## src/rtl/encoder_sequencer.sv

```systemverilog
// Round/stage sequencer for the encoder datapath: launches the five stage
// controllers in order for NUM_ROUNDS rounds, ping-pongs the memory banks and
// watches each stage with a timeout.
module encoder_sequencer #(
  parameter int NUM_ROUNDS  = 24,
  parameter int TIMEOUT_CYC = 4095
) (
  input  logic       clk,
  input  logic       rst,
  input  logic       start,
  input  logic [4:0] stage_done,
  output logic [4:0] stage_start,
  output logic [4:0] round,
  output logic       src_sel,
  output logic       dst_sel,
  output logic       busy,
  output logic       done,
  output logic       err,
  output logic [2:0] dbg_state
);

  typedef enum logic [2:0] {
    S_IDLE   = 3'd0,
    S_LAUNCH = 3'd1,
    S_WAIT   = 3'd2,
    S_NEXT   = 3'd3,
    S_FINISH = 3'd4,
    S_FAULT  = 3'd5
  } state_t;

  localparam logic [4:0]  LAST_ROUND = 5'(NUM_ROUNDS - 1);
  localparam logic [15:0] WD_LIMIT   = 16'(TIMEOUT_CYC - 1);
  localparam logic [2:0]  LAST_STAGE = 3'd4;

  state_t      r_state;
  logic [2:0]  r_stage;
  logic [15:0] r_wd;
  logic [4:0]  r_stage_start;
  logic [4:0]  r_round;
  logic        r_src;
  logic        r_dst;
  logic        r_busy;
  logic        r_done;
  logic        r_err;
  logic        w_stage_hit;

  // Stage handshake: stage_start[s] is a one-cycle launch pulse; the stage
  // answers with a one-cycle stage_done[s] pulse some cycles later. Only the
  // bit of the stage currently being waited on is honoured.
  assign w_stage_hit = stage_done[r_stage];

  always_ff @(posedge clk) begin
    if (!rst) begin
      r_state       <= S_IDLE;
      r_stage       <= '0;
      r_wd          <= '0;
      r_stage_start <= '0;
      r_round       <= '0;
      r_src         <= 1'b0;
      r_dst         <= 1'b1;
      r_busy        <= 1'b0;
      r_done        <= 1'b0;
      r_err         <= 1'b0;
    end else begin
      r_stage_start <= '0;
      r_done        <= 1'b0;
      case (r_state)
        S_IDLE: begin
          if (start) begin
            r_state       <= S_LAUNCH;
            r_round       <= '0;
            r_stage       <= '0;
            r_src         <= 1'b0;
            r_dst         <= 1'b1;
            r_wd          <= '0;
            r_busy        <= 1'b1;
            r_stage_start <= 5'b00001;
          end
        end
        S_LAUNCH: begin
          r_state <= S_WAIT;
          r_wd    <= '0;
        end
        S_WAIT: begin
          // A completion in the last allowed cycle beats the timeout.
          if (w_stage_hit) begin
            r_state <= S_NEXT;
          end else if (r_wd == WD_LIMIT) begin
            r_state <= S_FAULT;
            r_busy  <= 1'b0;
            r_err   <= 1'b1;
          end else begin
            r_wd <= r_wd + 16'd1;
          end
        end
        S_NEXT: begin
          r_src <= ~r_src;
          r_dst <= r_src;
          if (r_stage < LAST_STAGE) begin
            r_stage       <= r_stage + 3'd1;
            r_state       <= S_LAUNCH;
            r_stage_start <= 5'b00001 << (r_stage + 3'd1);
          end else if (r_round < LAST_ROUND) begin
            r_round       <= r_round + 5'd1;
            r_stage       <= '0;
            r_state       <= S_LAUNCH;
            r_stage_start <= 5'b00001;
          end else begin
            r_state <= S_FINISH;
            r_done  <= 1'b1;
          end
        end
        S_FINISH: begin
          r_state <= S_IDLE;
          r_busy  <= 1'b0;
        end
        S_FAULT: begin
          // Clearing a fault only returns to IDLE; a new job needs another start.
          if (start) begin
            r_state <= S_IDLE;
            r_err   <= 1'b0;
          end
        end
        default: begin
          r_state <= S_IDLE;
          r_busy  <= 1'b0;
          r_err   <= 1'b0;
        end
      endcase
    end
  end

  assign stage_start = r_stage_start;
  assign round       = r_round;
  assign src_sel     = r_src;
  assign dst_sel     = r_dst;
  assign busy        = r_busy;
  assign done        = r_done;
  assign err         = r_err;
  assign dbg_state   = r_state;

endmodule

```

## config.mk

```make
export PLATFORM = sky130hd
export DESIGN_NAME = encoder_sequencer
export DESIGN_NICKNAME = d
export VERILOG_FILES = /design/src/rtl/encoder_sequencer.sv
export SDC_FILE = /design/constraint.sdc
export NUM_CORES = 1
export LEC_CHECK = 0
export BUFFER_PORTS_ARGS = -buffer_cell sky130_fd_sc_hd__buf_2
export CORE_UTILIZATION = 57
export DETAILED_ROUTE_END_ITERATION = 12
export GPL_TIMING_DRIVEN = 1
export PLACE_DENSITY_LB_ADDON = 0.25
export SETUP_SLACK_MARGIN = 0.05
export SYNTH_ARGS = -nofsm -noshare
export SYNTH_HDL_FRONTEND = slang
export SYNTH_SLANG_ARGS = --single-unit
```

## constraint.sdc

```tcl
create_clock -name clk -period 2.4 [get_ports clk]
set_input_delay 0.48 -clock clk [delete_from_list [all_inputs] [get_ports clk]]
set_output_delay 0.48 -clock clk [all_outputs]
set_load 0.005 [all_outputs]
```

# ---- Yosys cells after proc, flatten, opt, wreduce, memory -nomap -nowiden
# Index checks and enable logic that the tools add are counted.
dict set report totals {
  output_inout_bits 18
  regBits 37
  mem_count 0
  elab_cells 85
  latchBits 0
  input_bits 8
  romBits 0
  ram_bits 0
}
dict set report classes {
  bitwise 5
  n_addsub 3
  multipliers 0
  n_eq_ne 15
  shift 1
  div_mod_pow 0
  magnitude_cmp 3
  muxes 35
  reduce_logical 13
}
# cell n
set ops {}
lappend ops {{two-way mux 16 bit} 3}
lappend ops {{one-hot mux 16 bit (3 select lines)} 1}
lappend ops {{two-way mux 3 bit} 8}
lappend ops {{two-way mux 5 bit} 4}
lappend ops {{one-hot mux 5 bit (2 select lines)} 2}
lappend ops {{adder 16 x 1 -> 16 bit, second input constant} 1}
lappend ops {{equality test 16 x 12 -> 1 bit, second input constant} 1}
lappend ops {{AND reduction 4 bit} 4}
lappend ops {{one-hot mux 3 bit (5 select lines)} 1}
lappend ops {{!= test 2 bit, second input constant} 7}
lappend ops {{two-way mux 1 bit} 10}
lappend ops {{equality test 3 x 2 -> 1 bit, second input constant} 2}
lappend ops {{equality test 3 bit, second input constant} 2}
lappend ops {{!= test 3 bit, second input constant} 2}
lappend ops {{one-hot mux 1 bit (3 select lines)} 2}
lappend ops {{one-hot mux 3 bit (2 select lines)} 1}
lappend ops {{AND reduction 3 bit} 2}
lappend ops {{OR reduction 3 bit} 2}
lappend ops {{adder 5 x 1 -> 5 bit, second input constant} 1}
lappend ops {{less-than comparator 5 bit, second input constant} 1}
lappend ops {{inverter 1 bit} 5}
lappend ops {{<< shifter 1 x 3 -> 5 bit, first input constant} 1}
lappend ops {{less-than comparator 3 x 4 -> 1 bit, second input constant} 1}
lappend ops {{one-hot mux 1 bit (2 select lines)} 2}
lappend ops {{9 further kinds} 9}

# ---- Logic depth before layout (Yosys ltp)
dict set report depth {
  depth_word 4
  depth_mapped 8
  mapped_depth_nobuf 7
}

# ---- Least setup slack after synthesis
# No wires, ideal clock.
dict set report synth_timing {
  path_kind {reg-to-reg}
  start {register r_wd[0]}
  end {register r_state[0] (netlist: dbg_state[0])}
  synth_period_minus_slack_ns 1.703
  path_stages_with_launch 8
  arrival_time_ns 1.585
  slack_ns 0.697
  cell_sequence {dfxtp_1 > inv_2 > ha_1 > and4b_1 > and4_4 > a211oi_4 > a211oi_1 > o221a_1}
}
dict set report synth_via {
  elab_chain_cells 3
}
# element line_no
set synth_rtl {}
lappend synth_rtl {{from (decl)} 37} ;# logic [15:0] r_wd;
lappend synth_rtl {{from (signal assigned)} 93} ;# r_wd <= r_wd + 16'd1;
lappend synth_rtl {{equality test 16 x 12 -> 1 bit} 88} ;# end else if (r_wd == WD_LIMIT) begin
lappend synth_rtl {{!= test 3 bit (no line)} n/a}
lappend synth_rtl {{AND reduction 3 bit (no line)} n/a}
lappend synth_rtl {{to (signal assigned)} 87} ;# r_state <= S_NEXT;
lappend synth_rtl {{to (signal assigned)} 89} ;# r_state <= S_FAULT;
lappend synth_rtl {{to (signal assigned)} 101} ;# r_state <= S_LAUNCH;
lappend synth_rtl {{to (decl)} 35} ;# state_t r_state;
# Every way passes these cells.
# A chain may end at the register's enable or synchronous reset.

# ---- Final worst setup path
dict set report layout_timing {
  start {register r_wd[0]}
  end {register r_wd[3]}
}
dict set report layout_via {
  elab_chain_cells 4
}
# element line_no
set layout_rtl {}
lappend layout_rtl {{adder 16 x 1 -> 16 bit} 93}
lappend layout_rtl {{two-way mux 16 bit} 88}
lappend layout_rtl {{two-way mux 16 bit} 86} ;# if (w_stage_hit) begin
lappend layout_rtl {{one-hot mux 16 bit (3 select lines)} 67} ;# case (r_state)
# Several ways; a longest one is shown, not always the timed one. The select of a mux whose other input is x is not followed.

==> summary.md <==
| Metric | Value |
|---|---|
| Status | `finished, final reports clean` |
| Yosys warns | `0` |
| Relative slew slack | `0.616` |
| Dominant cells by area after synthesis | `dfxtp_1 36%, ha_1 5.4%, a31oi_1 4.8%, nand2_1 3.8%, a21oi_1 3.4%` |
| Clk slew on worst S/H paths | `0.11 ns` |
| Slew @ Worst Pin | `between 0.5 and 0.6 ns` |
| Synth Net Count | `between 200 and 300` |
| CTS tree | `done` |
| Share of cells above drive strength 1 | `0.222` |
| Seq. cell area | `roughly 740 um2` |
| Die area | `a little under 4000 um2` |
| # hold bufs at CTS | `0` |
| Ant diodes | `0` |
| Area delta synth->final | `13.0%` |
| Largest net degree at the start of global routing | `17` |
| Port Buffers | `25` |
| Max H-tree Level | `2` |
| Clk root buf | `clkbuf_4` |
| Global-route total usage across every layer | `0.272` |
| Hold Vio Cnt, Final | `0` |
| Routed length per instance | `between 15 and 20 um` |
| Startpoint Class | `register` |
| Leakage Power | `~0.90 nW` |
| CP required | `~2.7 ns` |
| Final period util | `0.879` |
| Layout Utilization | `0.689` |
| Cell variety after synth | `58` |
| Setup bufs post-CTS | `0` |
| Vias post-DR | `1973` |
| Commonest non-fill, non-tap cell in the layout | `dfxtp_1` |
| Sum Neg Setup Slack | `0 ns` |
| Max cap viols | `0` |
| R2R setup slack | `0.29 ns` |
| Leading area contributor after synthesis | `dfxtp_1` |
| DR pass1 iterations | `5` |
| Reg-to-Reg End | `r_wd[3]` |
| Area of the multi-input gates | `1240 um2` |
| Power density cells | `between 500 and 600 nW/um2` |
| Die H | `roughly 62 um` |
| Share of async-settable or async-resettable flops after synthesis | `0` |
| Worst setup EP type | `register` |
| # IOs | `26` |
| Fill cell count | `slightly below 300` |
| Final ANT Viol Nets | `0` |
| Peak fanout along the critical path | `12` |
| Hold path start | `rst` |
| Cells after Synth | `between 200 and 250` |
| Commonest non-fill, non-tap cells in the layout | `37 x dfxtp_1, 25 x buf_2, 21 x nand2_1` |
| TritonCTS Sinks | `37` |
| Setup Crit Path Kind | `register to register` |
| Resize count post-CTS | `0` |
| Worst hold path type | `input port to register` |
| Avg Inst Size Synth | `8.71 um2` |
| DR vias/cell | `6.24` |
| Initial antenna violation count | `0` |
| GP Congestion | `just under 1` |
| Worst Skew | `about 0.017 ns` |
| Initial Utilization | `0.610` |
| Final net count | `about 290` |
| CTS Buf Count | `5` |
| Reg2Reg Launch Point | `r_wd[0]` |
| Vias in the first global route | `approximately 1900` |
| Final Max Tran Viols | `0` |
| Hpwl dp | `3570 um` |
| Worst-Skew Late Latency | `0.36 ns` |
| Cell area after synthesis | `2080 um2` |
| DR iter-0 viols | `160` |
| RSZ-0062 raised after global routing | `no` |
| Area fraction of the dominant cell type after synthesis | `0.356` |
| Post-synth EDFFs | `0` |
| Routed WL | `around 5000 um` |
| Post-synth top flop | `dfxtp_1` |
| Fmax | `about 0.47 GHz` |
| #FFs+latches synth | `37` |
| Die X | `~62 um` |
| First-pass GRT wire length | `8390 um` |
| Minimum clock period | `between 2 and 2.5 ns` |
| Worst Hold Endpoint | `src_sel` |
| Area of the core | `approximately 3400 um2` |
| DRC viols | `0` |
| FF-to-FF path depth | `7` |
| Critical Path AT | `approximately 2.4 ns` |
| Sequential element share of the synthesized area | `0.356` |
| VDD IR max | `between 0.4 and 0.5 mV` |
| FP Rows | `21` |
| Final global-route overflow total | `0` |
| Final number of setup-violating endpoints | `0` |
| WHS Path Cells | `2` |
| Buffer depth of the longest clock path | `2` |
where the power goes:
part	total (mW)	switching, mW	internal (mW)
combinational	0.269	0.169	0.101
sequential	0.656	0.0203	0.636
clock	0.473	0.225	0.247
cell families (layout without fill, tap and decap cells):
logic type	Yosys count	after routing	share of synthesized area
and+or+nand+nor	91	91	0.251
adders and majority gates	9	9	0.0541
muxes	4	4	0.0192
xor gates and xnor gates	2	2	0.00841
buffers and inverters	21	52	0.0469
DFF	37	37	0.356
AOI/OAI and AO/OA	75	75	0.265
state kept, by name, indices dropped and copies added (netlist names):
signal       flops
r_wd            16
round            5
stage_start      5
dbg_state        3
r_stage          3
busy             1
done             1
dst_sel          1
err              1
src_sel          1
cell usage after synthesis, types with 2 or more instances:
cell type / n
o21a_1: 5
nor3_1: 6
or3_1: 2
and3_1: 5
a21boi_0: 2
nand3_1: 9
nor2_2: 3
xor2_1: 2
a211oi_1: 4
a211o_1: 3
o2111ai_1: 2
o21ai_0: 8
and2_1: 4
o211ai_1: 4
ha_1: 9
nand3b_1: 2
and4_1: 3
nand4_1: 6
inv_2: 2
buf_6: 2
mux2i_1: 4
dfxtp_1: 37
nor2_1: 13
inv_1: 10
a31oi_1: 16
a21oi_1: 14
nand2b_1: 5
clkbuf_1: 4
buf_2: 3
o21ai_2: 2
nand2_1: 21
final cells by class:
class	instances	share of cell area
flip-flops and latches	37	0.315
inverters	12	0.0191
multi-input cells	181	0.528
clock buffers	6	0.0218
repair buffers	32	0.0755
clock inverters	2	0.0159
well taps	46	0.0245
worst max-delay path by stage:
stage                        from      endpoint  depth (start not counted)
after detailed placement  r_wd[0]       r_wd[3]                          7
after global placement    r_wd[0]       r_wd[3]                          7
after floorplan           r_wd[0]  dbg_state[0]                          7
after CTS                 r_wd[0]       r_wd[3]                          7
after global routing      r_wd[0]       r_wd[3]                          7
final                     r_wd[0]       r_wd[3]                          7
worst max-delay path, stage by stage (launching register included):
cell,delay [ns]
dfxtp_1,0.42
inv_2,0.10
ha_1,0.22
and4b_1,0.18
and4_4,0.16
a211oi_4,0.51
a211oi_1,0.18
nor4b_2,0.27
routing by layer:
| metal | wire length, um | share of wire | track usage |
|---|---|---|---|
| met3 | 299 | 0.060 | 0.0693 |
| met5 | 0 | 0 | 0 |
| met1 | 2110 | 0.42 | 0.311 |
| met4 | 63 | 0.013 | 0.110 |
| met2 | 2490 | 0.50 | 0.478 |
per-stage QoR:
step           hold WS [ns]  std cells  setup slack [ns]  power, mW  cell area (um2)
6_report              0.473        316             0.289       1.40             2350
5_1_grt               0.455        316             0.169       1.46             2350
4_1_cts               0.462        316             0.291       1.40             2350
3_5_place_dp          0.488        308             0.354      0.933             2260
3_3_place_gp          0.474        308             0.399      0.929             2260
2_1_floorplan         0.448        239             0.697      0.847             2080
(Power assumes the default switching activity.)
